==> src/rtl/id_ex_stage.sv <==
// ID/EX pipeline register for the RV32I 5-stage core: operand forwarding, ALU operand select,
// load-use stall detection and bubble injection on stall or flush.
module id_ex_stage #(
    parameter int unsigned XLEN        = 32,
    parameter logic [3:0]  NOP_ALUCTRL = 4'b0000
) (
    input  logic            clk,
    input  logic            reset,
    input  logic            valid_d,
    input  logic [4:0]      rs1_d,
    input  logic [4:0]      rs2_d,
    input  logic [4:0]      rd_d,
    input  logic [XLEN-1:0] rs1_data_d,
    input  logic [XLEN-1:0] rs2_data_d,
    input  logic [XLEN-1:0] imm_d,
    input  logic [XLEN-1:0] pc_d,
    input  logic [3:0]      alucontrol_d,
    input  logic            alusrca_d,
    input  logic            alusrcb_d,
    input  logic            regwrite_d,
    input  logic            memread_d,
    input  logic            memwrite_d,
    input  logic [1:0]      resultsrc_d,
    input  logic            flush_e,
    input  logic [4:0]      exmem_rd,
    input  logic            exmem_regwrite,
    input  logic [XLEN-1:0] exmem_result,
    input  logic [4:0]      memwb_rd,
    input  logic            memwb_regwrite,
    input  logic [XLEN-1:0] memwb_result,
    output logic            stall_d,
    output logic [XLEN-1:0] alu_a,
    output logic [XLEN-1:0] alu_b,
    output logic [3:0]      alucontrol_e,
    output logic [XLEN-1:0] storedata_e,
    output logic [4:0]      rd_e,
    output logic [XLEN-1:0] pc_e,
    output logic            valid_e,
    output logic            regwrite_e,
    output logic            memread_e,
    output logic            memwrite_e,
    output logic [1:0]      resultsrc_e,
    output logic [1:0]      fwda_e,
    output logic [1:0]      fwdb_e
);

    typedef struct packed {
        logic            valid;
        logic            regwrite;
        logic            memread;
        logic            memwrite;
        logic [1:0]      resultsrc;
        logic            alusrca;
        logic            alusrcb;
        logic [3:0]      alucontrol;
        logic [4:0]      rd;
        logic [4:0]      rs1;
        logic [4:0]      rs2;
        logic [XLEN-1:0] rs1_data;
        logic [XLEN-1:0] rs2_data;
        logic [XLEN-1:0] imm;
        logic [XLEN-1:0] pc;
    } ex_t;

    ex_t ex_q, ex_d, bubble;

    logic [XLEN-1:0] fwd_rs1, fwd_rs2;

    // Bubble is also the reset image: everything zero except the NOP ALU code.
    always_comb begin
        bubble            = '0;
        bubble.alucontrol = NOP_ALUCTRL;
    end

    // rs1 is only a real source when the ALU takes it (auipc/jal use PC instead).
    always_comb begin
        stall_d = ex_q.memread & ex_q.valid & (ex_q.rd != 5'd0) & valid_d &
                  (((ex_q.rd == rs1_d) & ~alusrca_d) | (ex_q.rd == rs2_d));
    end

    always_comb begin
        ex_d = bubble;
        if (!flush_e && !stall_d) begin
            ex_d.valid      = valid_d;
            ex_d.regwrite   = regwrite_d;
            ex_d.memread    = memread_d;
            ex_d.memwrite   = memwrite_d;
            ex_d.resultsrc  = resultsrc_d;
            ex_d.alusrca    = alusrca_d;
            ex_d.alusrcb    = alusrcb_d;
            ex_d.alucontrol = alucontrol_d;
            ex_d.rd         = rd_d;
            ex_d.rs1        = rs1_d;
            ex_d.rs2        = rs2_d;
            ex_d.rs1_data   = rs1_data_d;
            ex_d.rs2_data   = rs2_data_d;
            ex_d.imm        = imm_d;
            ex_d.pc         = pc_d;
        end
    end

    always_ff @(posedge clk or posedge reset) begin
        if (reset) begin
            ex_q <= bubble;
        end else begin
            ex_q <= ex_d;
        end
    end

    // EX/MEM wins over MEM/WB; x0 is never forwarded.
    always_comb begin
        fwda_e = 2'b00;
        if (exmem_regwrite && exmem_rd != 5'd0 && exmem_rd == ex_q.rs1) begin
            fwda_e = 2'b10;
        end else if (memwb_regwrite && memwb_rd != 5'd0 && memwb_rd == ex_q.rs1) begin
            fwda_e = 2'b01;
        end
        fwdb_e = 2'b00;
        if (exmem_regwrite && exmem_rd != 5'd0 && exmem_rd == ex_q.rs2) begin
            fwdb_e = 2'b10;
        end else if (memwb_regwrite && memwb_rd != 5'd0 && memwb_rd == ex_q.rs2) begin
            fwdb_e = 2'b01;
        end
    end

    always_comb begin
        unique case (fwda_e)
            2'b10:   fwd_rs1 = exmem_result;
            2'b01:   fwd_rs1 = memwb_result;
            default: fwd_rs1 = ex_q.rs1_data;
        endcase
        unique case (fwdb_e)
            2'b10:   fwd_rs2 = exmem_result;
            2'b01:   fwd_rs2 = memwb_result;
            default: fwd_rs2 = ex_q.rs2_data;
        endcase
    end

    assign alu_a        = ex_q.alusrca ? ex_q.pc  : fwd_rs1;
    assign alu_b        = ex_q.alusrcb ? ex_q.imm : fwd_rs2;
    assign storedata_e  = fwd_rs2;
    assign alucontrol_e = ex_q.alucontrol;
    assign rd_e         = ex_q.rd;
    assign pc_e         = ex_q.pc;
    assign valid_e      = ex_q.valid;
    assign regwrite_e   = ex_q.regwrite;
    assign memread_e    = ex_q.memread;
    assign memwrite_e   = ex_q.memwrite;
    assign resultsrc_e  = ex_q.resultsrc;

endmodule

==> config.mk <==
export PLATFORM = sky130hd
export DESIGN_NAME = id_ex_stage
export DESIGN_NICKNAME = d
export VERILOG_FILES = /design/src/rtl/id_ex_stage.sv
export SDC_FILE = /design/constraint.sdc
export NUM_CORES = 1
export LEC_CHECK = 0
export BUFFER_PORTS_ARGS = -buffer_cell sky130_fd_sc_hd__clkbuf_2
export CAP_MARGIN = 10
export CORE_AREA = 2 2 149 151
export DETAILED_ROUTE_END_ITERATION = 6
export DIE_AREA = 0 0 151 153
export GPL_TIMING_DRIVEN = 1
export HOLD_SLACK_MARGIN = 0.1
export PLACE_DENSITY_LB_ADDON = 0.12
export SETUP_SLACK_MARGIN = 0.4
export SLEW_MARGIN = 20
export SYNTH_ARGS = -nofsm -noshare
export SYNTH_HDL_FRONTEND = slang
export SYNTH_SLANG_ARGS = --single-unit
==> constraint.sdc <==
create_clock -name clk -period 6 [get_ports clk]
set_input_delay 1.8 -clock clk [delete_from_list [all_inputs] [get_ports clk]]
set_output_delay 1.8 -clock clk [all_outputs]
set_load 0.02 [all_outputs]
# [After elaboration in Yosys (flattened, before gate mapping)]
# Cells that the tools add are included.
[totals] input_bits=234 wordCells=53 register_bits=155 out_inout_bits=148
[classes] n_eq_ne=10 muxes=9 bitwise=7 reduce_logical=12
[ops] operator="two-way mux 155 bit" count=1
[ops] operator="case mux 32 bit (2 select lines)" count=2
[ops] operator="two-way mux 32 bit" count=2
[ops] operator="equality test 5 bit" count=6
[ops] operator="nonzero test 5 bit" count=3
[ops] operator="logical AND 1 bit" count=7
[ops] operator="AND 1 bit" count=5
[ops] operator="equality test 2 x 1 -> 1 bit, second input constant" count=2
[ops] operator="equality test 2 bit, second input constant" count=2
[ops] operator="two-way mux 2 bit" count=2
[ops] operator="logical NOT 1 bit" count=2
[ops] operator="two-way mux 1 bit" count=2
[ops] operator="NOT 1 bit" count=1
[ops] operator="bitwise OR 1 bit" count=1

# [Depth between registers and ports, before layout]
[depth] word_depth=8 depth_mapped=8 mapped_depth_nobuf=5

# [Worst setup path after synthesis]
# No wires, ideal clock.
[synth_path] path_type="input to output" start="in memwb_rd[1]" end="out alu_b[0]" slack_ns=0.572 path_buffers=2 required_time_ns=4.200 cell_stages=7 arrival_time_ns=3.628 cell_sequence="or4_1 > o21ai_2 > buf_6 > buf_6 > o31ai_1 > a31oi_1 > mux2_2"
[synth_via] elab_chain_len=8 word_cells_on_any_way=10 classes_between="eq/ne (3); mux (4); reduce/logical (3)"
[synth_rtl] element="start, declared" line="28" rtl="input logic [4:0] memwb_rd,"
[synth_rtl] element="nonzero test 5 bit" line="121" rtl="end else if (memwb_regwrite && memwb_rd != 5'd0 && memwb_rd == ex_q.rs2) begin"
[synth_rtl] element="logical AND 1 bit" line="121"
[synth_rtl] element="logical AND 1 bit *" line="121"
[synth_rtl] element="two-way mux 1 bit *" line="121"
[synth_rtl] element="two-way mux 2 bit *" line="119" rtl="if (exmem_regwrite && exmem_rd != 5'd0 && exmem_rd == ex_q.rs2) begin"
[synth_rtl] element="equality test 2 x 1 -> 1 bit or equality test 2 bit (tied branches)" line="132" rtl="unique case (fwdb_e)"
[synth_rtl] element="case mux 32 bit (2 select lines) *" line="132"
[synth_rtl] element="via storedata_e[0]" line="35" rtl="output logic [XLEN-1:0] storedata_e,"
[synth_rtl] element="two-way mux 32 bit *" line="140" rtl="assign alu_b = ex_q.alusrcb ? ex_q.imm : fwd_rs2;"
[synth_rtl] element="end, declared" line="33" rtl="output logic [XLEN-1:0] alu_b,"
# The timed path passes the listed nets; every way through them passes the cells marked *.

# [Worst setup path after layout]
[layout_path] start="in memwb_rd[1]" end="out alu_b[16]"
[layout_via] elab_chain_len=8 word_cells_on_any_way=10 classes_between="eq/ne (3); mux (4); reduce/logical (3)"
[layout_rtl] element="nonzero test 5 bit" line="121"
[layout_rtl] element="logical AND 1 bit" line="121"
[layout_rtl] element="logical AND 1 bit *" line="121"
[layout_rtl] element="two-way mux 1 bit *" line="121"
[layout_rtl] element="two-way mux 2 bit *" line="119"
[layout_rtl] element="equality test 2 x 1 -> 1 bit or equality test 2 bit (tied branches)" line="132"
[layout_rtl] element="case mux 32 bit (2 select lines) *" line="132"
[layout_rtl] element="two-way mux 32 bit *" line="140"
# Every way passes the cells marked *; elsewhere a longest branch is shown, timed or not.

==> results.yml <==
synthesis:
  synth_edf_count: 0
  syn_nets: 1036
  netlist_area_um2: 8830
  synth_cell_types: 35
  synth.area.top_cells: "dfrtp_1 44%, and2_1 11%, a31oi_4 7.0%"
  synth.largest_area_cell: "dfrtp_1"
  ys_seq_area_share_pct: 43.9
  ys.flop_type: "dfrtp_1"
  synth-seq-cells: 155
  yosys_warnings: 0
  async_reset_ff_share_pct: 100
  synth_top_area_share_pct: 43.9
  synthesis.instances: 802
  syn_area_per_cell_um2: 11.0
clock_network:
  clkTransAtPathRegs_ps: 70
  cts_max_path_buffers: 2
  clk_root_buffer_cell: "clkbuf_16"
  insertion_delay_ps: 420
  cts_buffers: 17
  h-tree-depth: 4
  cts_tree: "done"
  cts.sinks: 155
drt:
  wl_per_cell_um: 19.5
  vias: 7008
  drc_errors: 0
  wl_um: 27600
  drt_first_pass_iters: 4
  met2WireLength_um: 14100
  ant_nets: 0
  m1WireLength_um: 11100
  top_layer: "met4"
  wl_met3_um: 1830
  drt_iter0_drc: 337
  vias_per_cell: 4.95
timing:
  period_minus_slack_ps: 5540
  timing.fmax_ghz: 0.180
  fin_crit_sh_pct: 92.4
  slew_violations: 0
  maxSlewHeadroom_pct: 37.5
  tightest_slew_ps: 938
  final.setup.tns_ps: 0
  finalClockSkew_ps: 15.8
  hold_viol: 0
  hold_slack_ps: 1080
  setup_viol: 0
  rsz0062_at_grt: "true"
job:
  maxCapViolCount: 0
die:
  io_pins: 382
  fp.dieW_um: 151
  fp-row-count: 54
  dieArea_um2: 23100
  core_um2: 21500
  start_util_pct: 41.1
  die_y_um: 153
critical_path:
  cpMaxStageDelayCell: "or4_4"
  end_kind: "output pin"
  max_stage_delay_ps: 550
  crit_arrival_ps: 3740
  crit_family: "simple AND/OR/NAND/NOR gates"
  critPathRequiredTime_ps: 4200
  critical_path_class: "input pin to output pin"
  worstPathCellList: "clkbuf_2 > or4_4 > o21ai_4 > buf_4 > buf_12 > or4_1 > a31oi_4 > mux2_2 > clkbuf_2"
  critPathBufInv: 4
  startpoint_type: "input pin"
  crit_top_cell: "clkbuf_2"
  crit_fanout: 35
grt:
  overflow: 0
  grt_pass1_vias: 7249
  grt_pass1_wl_um: 41600
  grtUsageTotal_pct: 23.9
  grt_max_degree: 136
  grt_antenna_before_repair: 1
placement:
  gp_congestion: 0.939
  numPortBuffers: 381
  dp_hpwl_um: 19800
  dpl_cell_area_um2: 10700
final_layout:
  n_fill_cell: 1944
  drive_gt1_share_pct: 49.6
  final_util_pct: 53.8
  nets: 1357
  area_delta_synth_final_pct: 30.8
  design_area_um2: 11600
power_and_ir_drop:
  powerDensity_nw_per_um2: 246
  irDropWorstVdd_uv: 171
  p_leak_nw: 5.46
worst_hold_path:
  hp-class: "flop to flop"
outcome:
  status: "completed"
[metal layers]
metal	vias up	track usage, %
met5	-	0
met4	0	6.45
met3	30	6.15
met2	265	41.9
met1	3359	28.9
li1	3354	-
[report_power, final]
group | internal [mW] | switching (mW) | total (mW)
registers | 1.10 | 0.0294 | 1.13
logic | 0.240 | 0.344 | 0.585
clock network | 0.681 | 0.448 | 1.13
total | 2.02 | 0.822 | 2.84
[stage by stage]
step,cells,power (mW),setup WS [ps]
floorplan,802,1.51,572
finish,1416,2.84,456
detailed placement,1370,1.72,132
global route,1416,2.98,380
global placement,1370,1.72,158
CTS,1405,2.87,321
[flip-flops by register name, indices dropped and copies added, names as in the netlist]
name,cells
valid_e,1
rd_e,5
alucontrol_e,4
memwrite_e,1
regwrite_e,1
ex_q,108
resultsrc_e,2
pc_e,32
memread_e,1
[layout by cell type (no fill, tap or decap), types with 3 or more instances in the layout]
master,synthesis,routed
buf_12,3,8
and2_1,157,157
a21oi_1,34,32
inv_1,33,32
nand2b_1,32,32
mux2_2,32,31
clkinvlp_4,0,4
nand3_1,5,4
xnor2_1,25,25
clkbuf_16,0,19
o31ai_1,35,28
o31ai_2,29,35
clkbuf_2,0,381
nor3_1,33,33
bufinv_16,0,3
dfrtp_1,155,153
a31oi_4,29,29
or4_1,34,32
xor2_1,5,5
mux2i_1,32,31
or4_4,1,3
buf_4,43,20
[cells by family after synthesis]
group | count (synthesis) | synth area share (%)
AOI/OAI and AO/OA | 134 | 16.7
xor gates and xnor gates | 30 | 2.97
buffers and inverters | 148 | 9.38
DFF | 155 | 43.9
muxes | 64 | 7.70
and+or+nand+nor | 271 | 19.3
[path summary, 6_finish.rpt]
| kind | from | to | slack (ps) | cells after the start |
|---|---|---|---|---|
| worst max-delay path | memwb_rd[1] | alu_b[16] | 460 | 9 |
| worst min-delay path | memread_e | memread_e | 1080 | 4 |
| worst max register to register | rd_e[1] | pc_e[8] | 3700 | 6 |
| worst min register to register | memread_e | memread_e | 1080 | 4 |
| max in group asynchronous | reset | ex_q[148] | 3650 | 3 |
| min in group asynchronous | reset | alucontrol_e[3] | 1450 | 3 |
[synth_stat cells (3+ instances only)]
library cell	number
a21oi_1	34
a31oi_1	3
a31oi_4	29
and2_1	157
buf_12	3
buf_2	14
buf_4	43
buf_6	6
clkbuf_1	46
dfrtp_1	155
inv_1	33
mux2_2	32
mux2i_1	32
nand2b_1	32
nand3_1	5
nor3_1	33
o31ai_1	35
o31ai_2	29
or4_1	34
xnor2_1	25
xor2_1	5
[final cells by class]
class / instances / area (µm²) / area share (%)
Multi-Input combinational cell: 500 / 4250 / 36.8
Inverter: 35 / 135 / 1.17
Timing Repair Buffer: 414 / 2320 / 20.0
Antenna cell: 1 / 2.50 / 0.0217
Clock buffer: 19 / 453 / 3.92
Clock inverter: 12 / 164 / 1.42
Tap cell: 280 / 350 / 3.03
Sequential cell: 155 / 3880 / 33.6
[tightest hold or removal path, stage by stage (launching register included)]
cell and delay [ps]:
dfrtp_1 350, nand3_1 90, a21oi_1 260, a21oi_4 180
and2_1 160
[timing repair]
item                                    4_1_cts  5_1_grt
buffers inserted                              3        8
hold endpoints to repair                      0        0
resized for setup                             6       11
gates cloned                                  1        2
endpoints found under the setup margin       33       48
hold buffers                                  0        0
pin swaps                                     1        5
Note: power is estimated with default switching activity, not from simulation.
